<file path="src/rtl/esl_pkg.sv">
// Shared types and constants for the ESL dot-product processing element:
// FSM states, maximal-length LFSR tap masks and the ones-counter width helper.
package esl_pkg;

    typedef enum logic [1:0] {
        IDLE,
        RUN,
        DONE
    } state_t;

    localparam int LFSR_MIN_WIDTH = 4;
    localparam int LFSR_MAX_WIDTH = 16;

    // Fibonacci feedback masks: bit (p-1) set for each tap position p.
    function automatic logic [15:0] lfsr_taps(input int width);
        case (width)
            4:       lfsr_taps = 16'h000C;
            5:       lfsr_taps = 16'h0014;
            6:       lfsr_taps = 16'h0030;
            7:       lfsr_taps = 16'h0060;
            8:       lfsr_taps = 16'h00B8;
            9:       lfsr_taps = 16'h0110;
            10:      lfsr_taps = 16'h0240;
            11:      lfsr_taps = 16'h0500;
            12:      lfsr_taps = 16'h0829;
            13:      lfsr_taps = 16'h100D;
            14:      lfsr_taps = 16'h2015;
            15:      lfsr_taps = 16'h6000;
            16:      lfsr_taps = 16'hD008;
            default: lfsr_taps = 16'h00B8;
        endcase
    endfunction

    function automatic int cnt_width(input int stream_len);
        return $clog2(stream_len + 1);
    endfunction

endpackage

</file>
<file path="src/rtl/esl_sng_lfsr.sv">
// Stochastic number generator for one channel: an LFSR compared against a
// binary weight, producing a bit that is 1 with probability weight/2^BIN_LEN.
module esl_sng_lfsr
    import esl_pkg::*;
#(
    parameter int                 BIN_LEN = 8,
    parameter logic [BIN_LEN-1:0] SEED    = BIN_LEN'(1)
) (
    input  logic               clock,
    input  logic               reset,
    input  logic               load,
    input  logic               advance,
    input  logic [BIN_LEN-1:0] in_val,
    output logic               out_val
);

    localparam logic [15:0] TAPS = lfsr_taps(BIN_LEN);

    logic [BIN_LEN-1:0] lfsr;
    logic               feedback;

    assign feedback = ^(lfsr & TAPS[BIN_LEN-1:0]);

    always_ff @(posedge clock or negedge reset) begin
        if (!reset) begin
            lfsr <= '0;
        end else if (load) begin
            lfsr <= SEED;
        end else if (advance) begin
            lfsr <= {lfsr[BIN_LEN-2:0], feedback};
        end
    end

    // The LFSR never reaches zero once seeded, so a zero weight yields constant 0.
    assign out_val = (lfsr < in_val);

endmodule

</file>
<file path="src/rtl/esl_dot_product_pe.sv">
// Multi-input ESL processing element: NUM_IN weighted products plus a chained
// init stream, combined by a counter-selected scaled sum over a fixed window.
module esl_dot_product_pe
    import esl_pkg::*;
#(
    parameter int BIN_LEN    = 8,
    parameter int NUM_IN     = 4,
    parameter int STREAM_LEN = 256
) (
    input  logic                                clock,
    input  logic                                reset,
    input  logic                                enable,
    input  logic                                start,
    input  logic                                clear,
    input  logic [NUM_IN*BIN_LEN-1:0]           weight_val,
    input  logic [NUM_IN-1:0]                   input_val_x,
    input  logic [NUM_IN-1:0]                   input_val_y,
    input  logic                                init_val_x,
    input  logic                                init_val_y,
    output logic                                output_val_x,
    output logic                                output_val_y,
    output logic                                stream_valid,
    output logic                                busy,
    output logic                                done,
    output logic [cnt_width(STREAM_LEN)-1:0]    count_x,
    output logic [cnt_width(STREAM_LEN)-1:0]    count_y
);

    localparam int CNT_W = cnt_width(STREAM_LEN);
    localparam int CYC_W = (STREAM_LEN > 1) ? $clog2(STREAM_LEN) : 1;
    localparam int SEL_W = (NUM_IN > 1) ? $clog2(NUM_IN) : 1;

    if (NUM_IN < 1 || (NUM_IN & (NUM_IN - 1)) != 0) begin : g_bad_num_in
        $error("esl_dot_product_pe: NUM_IN must be a power of two");
    end
    if (STREAM_LEN % (2 * NUM_IN) != 0) begin : g_bad_stream_len
        $error("esl_dot_product_pe: STREAM_LEN must be a multiple of 2*NUM_IN");
    end
    if (BIN_LEN < LFSR_MIN_WIDTH || BIN_LEN > LFSR_MAX_WIDTH) begin : g_bad_bin_len
        $error("esl_dot_product_pe: BIN_LEN must be within 4..16");
    end

    state_t                      state;
    logic [CYC_W-1:0]            cyc;
    logic [NUM_IN*BIN_LEN-1:0]   weight_q;
    logic [NUM_IN-1:0]           w_x;
    logic [NUM_IN-1:0]           p_x;
    logic [NUM_IN-1:0]           p_y;
    logic [SEL_W-1:0]            k;
    logic                        accept;
    logic                        sel_x;
    logic                        sel_y;

    assign accept       = (state == IDLE) && start && enable && !clear;
    assign stream_valid = busy && enable;

    for (genvar i = 0; i < NUM_IN; i++) begin : g_sng
        esl_sng_lfsr #(
            .BIN_LEN (BIN_LEN),
            .SEED    (BIN_LEN'(i + 1))
        ) u_sng (
            .clock   (clock),
            .reset   (reset),
            .load    (accept),
            .advance (stream_valid),
            .in_val  (weight_q[i*BIN_LEN +: BIN_LEN]),
            .out_val (w_x[i])
        );
    end

    // XNOR multiplies the numerators; the weight denominator is always 1.
    assign p_x = ~(w_x ^ input_val_x);
    assign p_y = input_val_y;

    if (NUM_IN == 1) begin : g_sel_single
        assign k = '0;
    end else begin : g_sel_multi
        assign k = cyc[SEL_W:1];
    end

    always_comb begin
        sel_x = 1'b0;
        sel_y = 1'b0;
        if (cyc[0]) begin
            sel_x = init_val_x;
            sel_y = init_val_y;
        end else begin
            sel_x = p_x[k];
            sel_y = p_y[k];
        end
        output_val_x = stream_valid && sel_x;
        output_val_y = stream_valid && sel_y;
    end

    // DONE lasts exactly one cycle regardless of enable; clear wins over everything.
    always_ff @(posedge clock or negedge reset) begin
        if (!reset) begin
            state    <= IDLE;
            cyc      <= '0;
            weight_q <= '0;
            count_x  <= '0;
            count_y  <= '0;
            busy     <= 1'b0;
            done     <= 1'b0;
        end else begin
            done <= 1'b0;
            if (clear) begin
                state <= IDLE;
                busy  <= 1'b0;
            end else begin
                case (state)
                    IDLE: begin
                        if (accept) begin
                            state    <= RUN;
                            busy     <= 1'b1;
                            cyc      <= '0;
                            weight_q <= weight_val;
                            count_x  <= '0;
                            count_y  <= '0;
                        end
                    end
                    RUN: begin
                        if (enable) begin
                            count_x <= count_x + CNT_W'(output_val_x);
                            count_y <= count_y + CNT_W'(output_val_y);
                            cyc     <= cyc + 1'b1;
                            if (cyc == CYC_W'(STREAM_LEN - 1)) begin
                                state <= DONE;
                                busy  <= 1'b0;
                                done  <= 1'b1;
                            end
                        end
                    end
                    DONE: begin
                        state <= IDLE;
                    end
                    default: begin
                        state <= IDLE;
                        busy  <= 1'b0;
                    end
                endcase
            end
        end
    end

endmodule

</file>
<file path="config.mk">
export PLATFORM = sky130hd
export DESIGN_NAME = esl_dot_product_pe
export DESIGN_NICKNAME = d
export VERILOG_FILES = /design/src/rtl/esl_pkg.sv /design/src/rtl/esl_sng_lfsr.sv /design/src/rtl/esl_dot_product_pe.sv
export SDC_FILE = /design/constraint.sdc
export NUM_CORES = 1
export LEC_CHECK = 0
export BUFFER_PORTS_ARGS = -buffer_cell sky130_fd_sc_hd__buf_2
export CELL_PAD_IN_SITES_DETAIL_PLACEMENT = 1
export CELL_PAD_IN_SITES_GLOBAL_PLACEMENT = 1
export CORE_UTILIZATION = 40
export DETAILED_ROUTE_END_ITERATION = 16
export PLACE_DENSITY_LB_ADDON = 0.1
export SETUP_SLACK_MARGIN = 0.4
export SLEW_MARGIN = 25
export SYNTH_ARGS = -nofsm -noshare
export SYNTH_HDL_FRONTEND = slang
export SYNTH_SLANG_ARGS = --single-unit
</file>
<file path="constraint.sdc">
create_clock -name clock -period 5.4 [get_ports clock]
set_input_delay 0.81 -clock clock [delete_from_list [all_inputs] [get_ports clock]]
set_output_delay 0.81 -clock clock [all_outputs]
set_load 0.02 [all_outputs]
</file>
==> summary.md <==
| Metric | Value |
|---|---|
| Status | `complete, but fails checks` |
| Violated checks | `design-rule violations` |
| Placed Instances | `714` |
| Die ar. | `12,400 um^2` |
| Unrepaired setup endpoints after global routing | `false` |
| # IOs | `70` |
| Vias per cell | `5.17` |
| Final clock skew | `0.00674 ns` |
| Starting Density | `41.6%` |
| Cells after Synth | `522` |
| Buffers on Ports | `69` |
| H-Tree Depth | `3` |
| Largest net degree at the start of global routing | `108` |
| Vias in the first global route | `3,931` |
| Leading area contributor after synthesis | `dfrtp_1` |
| Yosys top cell area share | `49.2%` |
| Avg WL per Cell | `15.2 um` |
| Crit-path max cell delay | `0.39 ns` |
| Worst setup SP type | `register` |
| Drt pass-1 iters | `10` |
| Tot GR Track Use | `19.6%` |
| Core area | `11,500 um^2` |
| Slew margin rel. | `43.3%` |
| Post-DP HPWL | `7670 um` |
| Internal power | `1.38 mW` |
| Placement Rows | `39` |
| CTS tree | `done` |
| Syn_nets | `602` |
| Worst Tran Pin Value | `0.842 ns` |
| F_max | `0.305 GHz` |
| Number of max-cap violations | `0` |
| Ranking of synthesized cells by area | `dfrtp_1 (49%), nand2_1 (10%), ha_1 (8.6%)` |
| Final worst path period need | `3.28 ns` |
| Clk slew on worst S/H paths | `0.06 ns` |
| Die width | `111 um` |
| LEAKAGE | `2.75 nW` |
| Sw Share | `26.4%` |
| Synth cell count leaders | `nand2_1 (127), dfrtp_1 (94), o21ai_0 (41)` |
| Layout cell share with drive strength beyond 1 | `16.0%` |
| Share of flip-flops with an asynchronous set or reset | `100%` |
| Synth cell types | `40` |
| Met3 WL | `443 um` |
| Number of buffers and inverters on the critical path | `1` |
| Initial antenna violation count | `0` |
| Sequential fraction of design power | `45.2%` |
| Critical Path Sink Type | `output pin` |
| Seq/Total Area, Yosys | `49.2%` |
| Mapped Avg Cell Area | `9.17 um^2` |
| Clock tree root buffer cell | `clkbuf_16` |
| Hold Buf Count CTS | `0` |
| Setup tns final | `0 ns` |
| VDD IR-drop max | `0.190 mV` |
| Worst-path cell chain | `ha_1, nor3b_1, o21ai_1, a221oi_1, xor2_1, mux2i_1, a211o_1, buf_2` |
| CTS buffer count | `9` |
| N_diodes | `0` |
| Logic gate share of total power | `16.4%` |
| Final setup fails | `0` |
| Highest routed layer | `met4` |
| Crit-path max FO | `3` |
| Mapped cell area | `4790 um^2` |
| Yosys warning count | `0` |
| Critical Path RT | `4.59 ns` |
| Worst skew pair latency | `0.34 ns` |
| Sink Count | `94` |
| WS Path Type | `register to output pin` |
| Post-CTS resize count | `0` |
| Worst EP arrival | `2.47 ns` |
| Fin area | `5600 um^2` |
| M1 WL | `5330 um` |
| Non-Filler Instances | `730` |
| Chip height | `111 um` |
| Starting DRC count in detailed routing | `137` |
| Fin. max-slew vios | `0` |
| Maximum clock path buffer count | `2` |
| Final #Nets | `663` |
| Clk pwr share | `38.5%` |
| Fillers | `1,365` |
| Cell with the most instances after synthesis | `nand2_1` |
| Placed cell areas | `5240 um^2` |
| Drt drc | `4` |
| Total Power Consumption | `1.88 mW` |
| Area Growth Syn to Fin | `17.0%` |
| Most used DFF post-synth | `dfrtp_1` |
| DRT antenna net count | `0` |
| Vias | `3,776` |
| Drt total wl | `11,100 um` |
| Pwr dens | `336 nW/um^2` |
| Post-CTS Setup Bufs | `0` |
| Worst Hold Class | `input pin to async pin` |
| Final Cycle Share | `60.8%` |
| Tightest hold margin | `0.451 ns` |
| Met2 WL | `5160 um` |
| Worst path slowest cell | `dfrtp_1` |
| Cell family with most CP delay | `compound AO/OA/AOI/OAI gates` |
| Post-synth EDFFs | `0` |
| Final hold vios | `0` |
| Routability Congestion | `0.761` |
| Switching Power | `496 uW` |
| #FFs+latches synth | `94` |
| First-pass GRT wire length | `19,300 um` |
| Grt total ovfl | `0` |
stage by stage:
step	util (%)	setup WS, ns
floorplan	-	2.66
global placement	45.5	2.40
detailed placement	45.5	2.31
CTS	48.5	2.05
global route	48.6	1.92
finish	48.6	2.12
registers in the layout (all words and copies together), names as in the netlist:
name / cells
count_x: 9
weight_q: 32
busy: 1
state: 2
cyc: 8
g_sng.u_sng.lfsr: 32
count_y: 9
done: 1
power by group through the flow:
stage / clock, mW / sequential, mW / combinational (mW)
after floorplan: 0 / 0.840 / 0.221
after global placement: 0 / 0.860 / 0.294
after detailed placement: 0 / 0.864 / 0.310
after CTS: 0.749 / 0.851 / 0.315
after global routing: 0.778 / 0.862 / 0.359
final: 0.724 / 0.849 / 0.308
worst register-to-register path: stages, from the launching register on:
cell	delay, ns
dfrtp_1	0.39
ha_1	0.22
nor3b_1	0.21
o21ai_1	0.11
a221oi_1	0.37
xor2_1	0.13
mux2i_1	0.19
a211o_1	0.18
ha_1	0.21
ha_1	0.20
nand4_2	0.15
or3_1	0.38
a21oi_1	0.14
cells in the final DEF, fill, tap and decap left out, types with 2 or more instances in the layout:
| cell type | synthesis | final |
|---|---|---|
| buf_4 | 1 | 4 |
| bufinv_16 | 0 | 3 |
| nor3b_1 | 3 | 3 |
| and4b_1 | 2 | 2 |
| dfrtp_1 | 94 | 94 |
| mux2i_1 | 4 | 4 |
| o21ai_0 | 41 | 41 |
| nand4_1 | 9 | 9 |
| inv_1 | 33 | 33 |
| and3_1 | 3 | 2 |
| clkbuf_16 | 0 | 9 |
| xor2_1 | 12 | 12 |
| or3_1 | 4 | 4 |
| buf_2 | 5 | 68 |
| a21oi_1 | 39 | 39 |
| nand2_1 | 127 | 127 |
| ha_1 | 33 | 33 |
| nor2_1 | 27 | 27 |
| nand3_1 | 16 | 16 |
| a211oi_1 | 3 | 3 |
| nand2b_1 | 3 | 3 |
| a2111o_1 | 2 | 2 |
| o211ai_1 | 2 | 2 |
| nor3_1 | 6 | 6 |
| nor3_2 | 2 | 2 |
| xnor2_1 | 18 | 18 |
| a21o_1 | 3 | 3 |
logic make-up (layout without fill, tap and decap cells):
| logic type | Yosys count | count (layout) | synth area share, % |
|---|---|---|---|
| AOI/OAI and AO/OA | 96 | 96 | 11.2 |
| xor gates and xnor gates | 30 | 30 | 5.49 |
| adders and majority gates | 33 | 33 | 8.63 |
| buffers and inverters | 56 | 121 | 4.60 |
| DFF | 94 | 94 | 49.2 |
| muxes | 5 | 5 | 1.31 |
| and+or+nand+nor | 208 | 208 | 19.6 |
area by class of cell:
cell class	count	area, um^2	share of cell area [%]
Clock buffer	11	243	4.33
Clock inverter	4	95.1	1.70
Inverter	33	124	2.21
Multi-Input combinational cell	372	2220	39.6
Sequential cell	94	2350	42.0
Tap cell	143	179	3.19
Timing Repair Buffer	73	390	6.97
path summary, 6_finish.rpt:
check	cells after the start	slack, ns	endpoint	start
min in group clock	2	0.48	weight_q[0]$_DFFE_PN0P_	weight_q[0]$_DFFE_PN0P_
max in group asynchronous	2	3.85	weight_q[7]$_DFFE_PN0P_	reset
max reg2reg	12	2.46	count_x[8]$_DFFE_PN0P_	g_sng[0].u_sng.lfsr[1]$_DFFE_PN0P_
max	8	2.12	output_val_x	g_sng[0].u_sng.lfsr[1]$_DFFE_PN0P_
min	1	0.45	g_sng[2].u_sng.lfsr[3]$_DFFE_PN0P_	reset
min reg2reg	2	0.48	weight_q[0]$_DFFE_PN0P_	weight_q[0]$_DFFE_PN0P_
routing by layer:
metal	up-vias	global-route usage, %
li1	1864	-
met3	12	5.72
met1	1839	26.7
met2	61	30.5
met5	-	0
met4	0	5.68
(Power assumes the default switching activity.)
